==> src/rtl/mdu_issue_ctrl.sv <==
// ---------------------------------------------------------------------------
// mdu_issue_ctrl
//
// Issue controller for the E-stage multiply/divide unit of the pipelined MIPS
// CPU. Decodes the E-stage MDU operation and emits the start pulse and op
// code. Times a running mult/div with its own countdown. Generates the
// D-stage stall for HI/LO-class instructions. Suppresses issue when CP0
// cancels the E-stage instruction.
//
// Ports:
//   clk           rising-edge system clock
//   reset         synchronous, active-low
//   e_valid       E-stage holds a real (non-bubble) instruction
//   e_mdu_op      E-stage op: 000 mult, 001 multu, 010 div, 011 divu,
//                 100 mthi, 101 mtlo, 110 nop/other
//   cancel        exception/interrupt kills the E-stage instruction
//   d_is_mdu      D-stage instruction is a HI/LO-class instruction
//   mdu_start     one-cycle start pulse to the MDU (combinational)
//   mdu_op        op to the MDU; 110 unless something is issuing
//   hilo_we       mthi/mtlo commit strobe (combinational)
//   busy          high while a mult/div is running (registered state)
//   stall_d       freeze PC/D and bubble E
//   remain        cycles left in the current operation, 0 when idle
//   proto_err     sticky: an MDU op reached E while an operation was running
//   stall_cycles  free-running count of stalled cycles, wraps at 2^32
// ---------------------------------------------------------------------------
module mdu_issue_ctrl #(
    parameter int MULT_LAT = 5,
    parameter int DIV_LAT  = 10,
    parameter int CNT_W    = 4
) (
    input  logic             clk,
    input  logic             reset,
    input  logic             e_valid,
    input  logic [2:0]       e_mdu_op,
    input  logic             cancel,
    input  logic             d_is_mdu,
    output logic             mdu_start,
    output logic [2:0]       mdu_op,
    output logic             hilo_we,
    output logic             busy,
    output logic             stall_d,
    output logic [CNT_W-1:0] remain,
    output logic             proto_err,
    output logic [31:0]      stall_cycles
);

    localparam logic [2:0] OP_MTHI = 3'b100;
    localparam logic [2:0] OP_MTLO = 3'b101;
    localparam logic [2:0] OP_NOP  = 3'b110;

    typedef enum logic {
        IDLE = 1'b0,
        RUN  = 1'b1
    } state_t;

    state_t             state_q, state_d;
    logic [CNT_W-1:0]   remain_q, remain_d;
    logic               proto_err_q, proto_err_d;
    logic [31:0]        stall_cycles_q, stall_cycles_d;

    logic issue;
    logic op_is_muldiv;
    logic op_is_mt;

    // Ops 000..011 all have bit 2 clear; bit 1 separates div from mult.
    assign op_is_muldiv = (e_mdu_op[2] == 1'b0);
    assign op_is_mt     = (e_mdu_op == OP_MTHI) || (e_mdu_op == OP_MTLO);

    // Nothing issues while reset is held, so the combinational outputs
    // reflect the cleared state during reset as well.
    assign issue = reset && e_valid && !cancel && (state_q == IDLE);

    always_comb begin
        state_d        = state_q;
        remain_d       = remain_q;
        proto_err_d    = proto_err_q;
        stall_cycles_d = stall_cycles_q;
        mdu_start      = 1'b0;
        hilo_we        = 1'b0;
        mdu_op         = OP_NOP;

        case (state_q)
            IDLE: begin
                if (issue && op_is_muldiv) begin
                    mdu_start = 1'b1;
                    mdu_op    = e_mdu_op;
                    state_d   = RUN;
                    remain_d  = e_mdu_op[1] ? CNT_W'(DIV_LAT) : CNT_W'(MULT_LAT);
                end else if (issue && op_is_mt) begin
                    hilo_we = 1'b1;
                    mdu_op  = e_mdu_op;
                end
            end
            RUN: begin
                // An op in E while running means the D-stage stall was not
                // honoured; it is dropped and flagged. cancel is irrelevant
                // here: an issued mult/div always runs to completion.
                if (e_valid && (e_mdu_op != OP_NOP)) begin
                    proto_err_d = 1'b1;
                end
                if (remain_q == CNT_W'(1)) begin
                    state_d  = IDLE;
                    remain_d = '0;
                end else begin
                    remain_d = remain_q - CNT_W'(1);
                end
            end
            default: begin
                state_d  = IDLE;
                remain_d = '0;
            end
        endcase

        // Stall in the issue cycle too, so a dependent mfhi/mflo cannot
        // enter E alongside the start.
        stall_d        = d_is_mdu && ((state_q == RUN) || mdu_start);
        stall_cycles_d = stall_cycles_q + 32'(stall_d);
    end

    always_ff @(posedge clk) begin
        if (!reset) begin
            state_q        <= IDLE;
            remain_q       <= '0;
            proto_err_q    <= 1'b0;
            stall_cycles_q <= '0;
        end else begin
            state_q        <= state_d;
            remain_q       <= remain_d;
            proto_err_q    <= proto_err_d;
            stall_cycles_q <= stall_cycles_d;
        end
    end

    assign busy         = (state_q == RUN);
    assign remain       = remain_q;
    assign proto_err    = proto_err_q;
    assign stall_cycles = stall_cycles_q;

endmodule

==> config.mk <==
export PLATFORM = sky130hd
export DESIGN_NAME = mdu_issue_ctrl
export DESIGN_NICKNAME = d
export VERILOG_FILES = /design/src/rtl/mdu_issue_ctrl.sv
export SDC_FILE = /design/constraint.sdc
export NUM_CORES = 1
export LEC_CHECK = 0
export BUFFER_PORTS_ARGS = -buffer_cell sky130_fd_sc_hd__buf_2
export CORE_ASPECT_RATIO = 0.6
export CORE_UTILIZATION = 50
export CTS_CLUSTER_DIAMETER = 80
export CTS_CLUSTER_SIZE = 12
export DETAILED_ROUTE_END_ITERATION = 8
export MAX_ROUTING_LAYER = met4
export PLACE_DENSITY_LB_ADDON = 0.25
export SLEW_MARGIN = 25
export SYNTH_ARGS = -nofsm -noshare
export SYNTH_HDL_FRONTEND = slang
export SYNTH_SLANG_ARGS = --single-unit
export TNS_END_PERCENT = 20
==> constraint.sdc <==
create_clock -name clk -period 6.5 [get_ports clk]
set_clock_uncertainty 0.15 [all_clocks]
set_input_delay 1.3 -clock clk [delete_from_list [all_inputs] [get_ports clk]]
set_output_delay 1.3 -clock clk [all_outputs]
set_load 0.01 [all_outputs]
==> reports/qor.yml <==
clock_network:
  path_clk_slew_ps: 70
  cts_tree: "built"
  clkSinkCount: 38
  cts_htree_levels: 2
  post_cts_resized: 0
  cts_root_buf: "clkbuf_8"
  ctsHoldBuffers: 0
  cts_buffers: 5
  clockBufferDepth: 2
  post_cts_buffers: 0
  clk_latency_ps: 290
cells_and_area:
  layout_commonest_cell: "buf_2"
  layout_common_cells: "buf_2, dfxtp_1, a21oi_1"
  antenna_cells: 0
  n_fill_cell: 294
  drive_gt1_share_pct: 24.33
  fin_nets: 275
  area_growth_pct: 19.23
power:
  power_switching_mw: 0.1002
  power.share.clock_pct: 39.5
  max-vdd-ir-drop_mv: 0.1436
  combPwrFrac_pct: 5.1
  power_mw: 0.4291
  leakagePower_nw: 0.9536
  power.density_nw_per_um2: 194.7
  p_int_mw: 0.3289
  p_sw_share_pct: 23.35
  p_seq_share_pct: 55.4
route:
  via_count: 1719
  antenna_left: 0
  dr.pass1.iters: 4
  vias_per_cell: 5.581
  wl_per_cell_um: 13.25
  drt_iter0_markers: 72
  route.detailed.drc: 0
  routed_wl_um: 4080
synth:
  synth_cell_types: 34
  syn-instance-count: 213
  synthSimpleGateAreaFrac_pct: 27.42
  synth-adder-area-share_pct: 3.385
  synth_compound_area_share_pct: 16.05
  ys_seq_area_share_pct: 41.16
  synth_nets: 226
  synth_top_family_by_area: "simple AND/OR/NAND/NOR gates"
  synth_area_per_cell_um2: 8.676
  synth_xor_area_share_pct: 5.687
  ys_ff_latch: 38
  synth_warnings: 0
  synth_mux_area_share_pct: 1.083
  syn_area_um2: 1848
sta:
  timing.final.crit_period_ps: 3983
  rsz0062_at_grt: "false"
  hold_violations: 0
  timing.fmax_mhz: 251.1
  relSlewSlack_pct: 37.91
  min_period_over_period_pct: 61.28
  setup_violations: 0
  setup_tns_ps: 0
  worst_pin_slew_ps: 930.3
  finalMaxSlewViolations: 0
place:
  place_congestion: 0.9057
  dpl.hpwl_um: 2844
  port_buffers: 51
critical_path:
  path_class: "in2out"
  setup.worst_path.end_class: "output port"
  worstPathMaxFanout: 10
  rrSetupSlack_ps: 3550
  cp.required_ps: 5050
  cp.arrival_ps: 2530
  r2r_start: "busy"
  r2r-end: "stall_cycles[30]"
  worstSetupStartpointType: "primary input"
  r2r_cells: 8
worst_hold_path:
  whs_path_depth: 2
  min_to: "proto_err"
  worstHoldStart: "proto_err"
  min_path_type: "reg2reg"
global_routing:
  use_met2_pct: 34.18
  grtUsageMet3_pct: 6.168
  grt_max_degree: 33
  grt_busiest_layer: "met2"
  antenna_found_initial: 0
  met1_usage_pct: 32.56
  grt_pass1_wl_um: 7079
  grt_usage_pct: 23.74
  grt_overflow: 0
  grt_pass1_vias: 1528
floorplanning:
  core_area_um2: 3383
  io_pins: 52
  die-area_um2: 3951
  num_rows: 16
  fp.dieW_um: 80.49
  initial_core_util_pct: 54.62
  die_h_um: 49.09
status:
  status: "finished clean"
flow_run:
  cap_violations: 0
## stage by stage
stage	hold WS [ps]	cells	cell area [µm²]	setup slack (ps)	util [%]
floorplan	319.6	213	1848	2748	-
global placement	282.3	300	2108	2509	62.32
detailed placement	301.8	300	2108	2369	62.32
CTS	311.9	308	2203	2558	65.13
global route	350.1	308	2203	2398	65.13
finish	311.6	308	2203	2517	65.13
## registers in the layout (all words and copies together) (netlist names)
name / cells
stall_cycles: 32
remain: 4
busy: 1
proto_err: 1
## metal layers
layer  up-vias  share of wire [%]  wire length (µm)
met2        54                 44              1778
met5         -                  0                 0
met1       792                 50              2040
met3         5                5.5               223
li1        868                  -                 -
met4         0               0.93                38
## worst max-delay path by stage
stage / startpoint / to / depth (start not counted) / slack (ps)
2_1_floorplan: reset / stall_cycles[26] / 10 / 2750
3_3_place_gp: reset / stall_cycles[28] / 10 / 2510
3_5_place_dp: reset / stall_cycles[30] / 10 / 2370
4_1_cts: reset / stall_d / 5 / 2560
5_1_grt: reset / stall_cycles[30] / 10 / 2400
6_report: reset / stall_d / 5 / 2520
## synthesized netlist by cell type (all sizes together)
library cell  number  area (µm²)
a21oi             21       105.1
and2               4       25.02
and3               8       50.05
and4               4       40.04
buf                4       32.53
clkbuf             5       18.77
dfxtp             38       760.7
ha                 5       62.56
inv               12       45.04
mux2i              2       20.02
nand2             13       48.80
nand2b             2       12.51
nand3             12       60.06
nand3b             1       7.510
nand4              6       67.56
nor2              15       56.30
nor3               2       10.01
nor4               1       6.260
o2111a             1       11.26
o211a              1       10.01
o211ai             1       7.510
o21a               2       15.01
o21ai             12       60.06
o21bai             1       7.510
o221a              1       11.26
o221ai             1       8.760
o31ai              8       60.06
or3               10       62.56
or4                8       60.06
xnor2              3       26.28
xor2               9       78.83
## cell type report
cell class                      instances  area [µm²]  area share [%]
Clock buffer                            6       82.58           3.748
Clock inverter                          2       12.51          0.5679
Inverter                               12       45.04           2.044
Multi-Input combinational cell        154       991.0           44.97
Sequential cell                        38       760.7           34.53
Tap cell                               45       56.30           2.555
Timing Repair Buffer                   51       255.2           11.58
## logic make-up after synthesis
group	count (synthesis)
mux	2
buf+inv	21
xor+xnor	12
compound gates	49
fa+ha+maj	5
flops	38
simple gates	86
## critical path, stage by stage
cell	delay, ps
buf_2	190
nand3b_1	140
o21bai_1	490
and2_1	260
buf_2	140
## power groups by stage
stage / sequential [mW] / clock (mW) / combinational, mW
after floorplan: 0.243 / 0 / 0.0137
after global placement: 0.243 / 0 / 0.0218
after detailed placement: 0.243 / 0 / 0.0218
after CTS: 0.238 / 0.171 / 0.0222
after global routing: 0.238 / 0.181 / 0.0247
final: 0.238 / 0.169 / 0.0220
(Power assumes the default switching activity.)
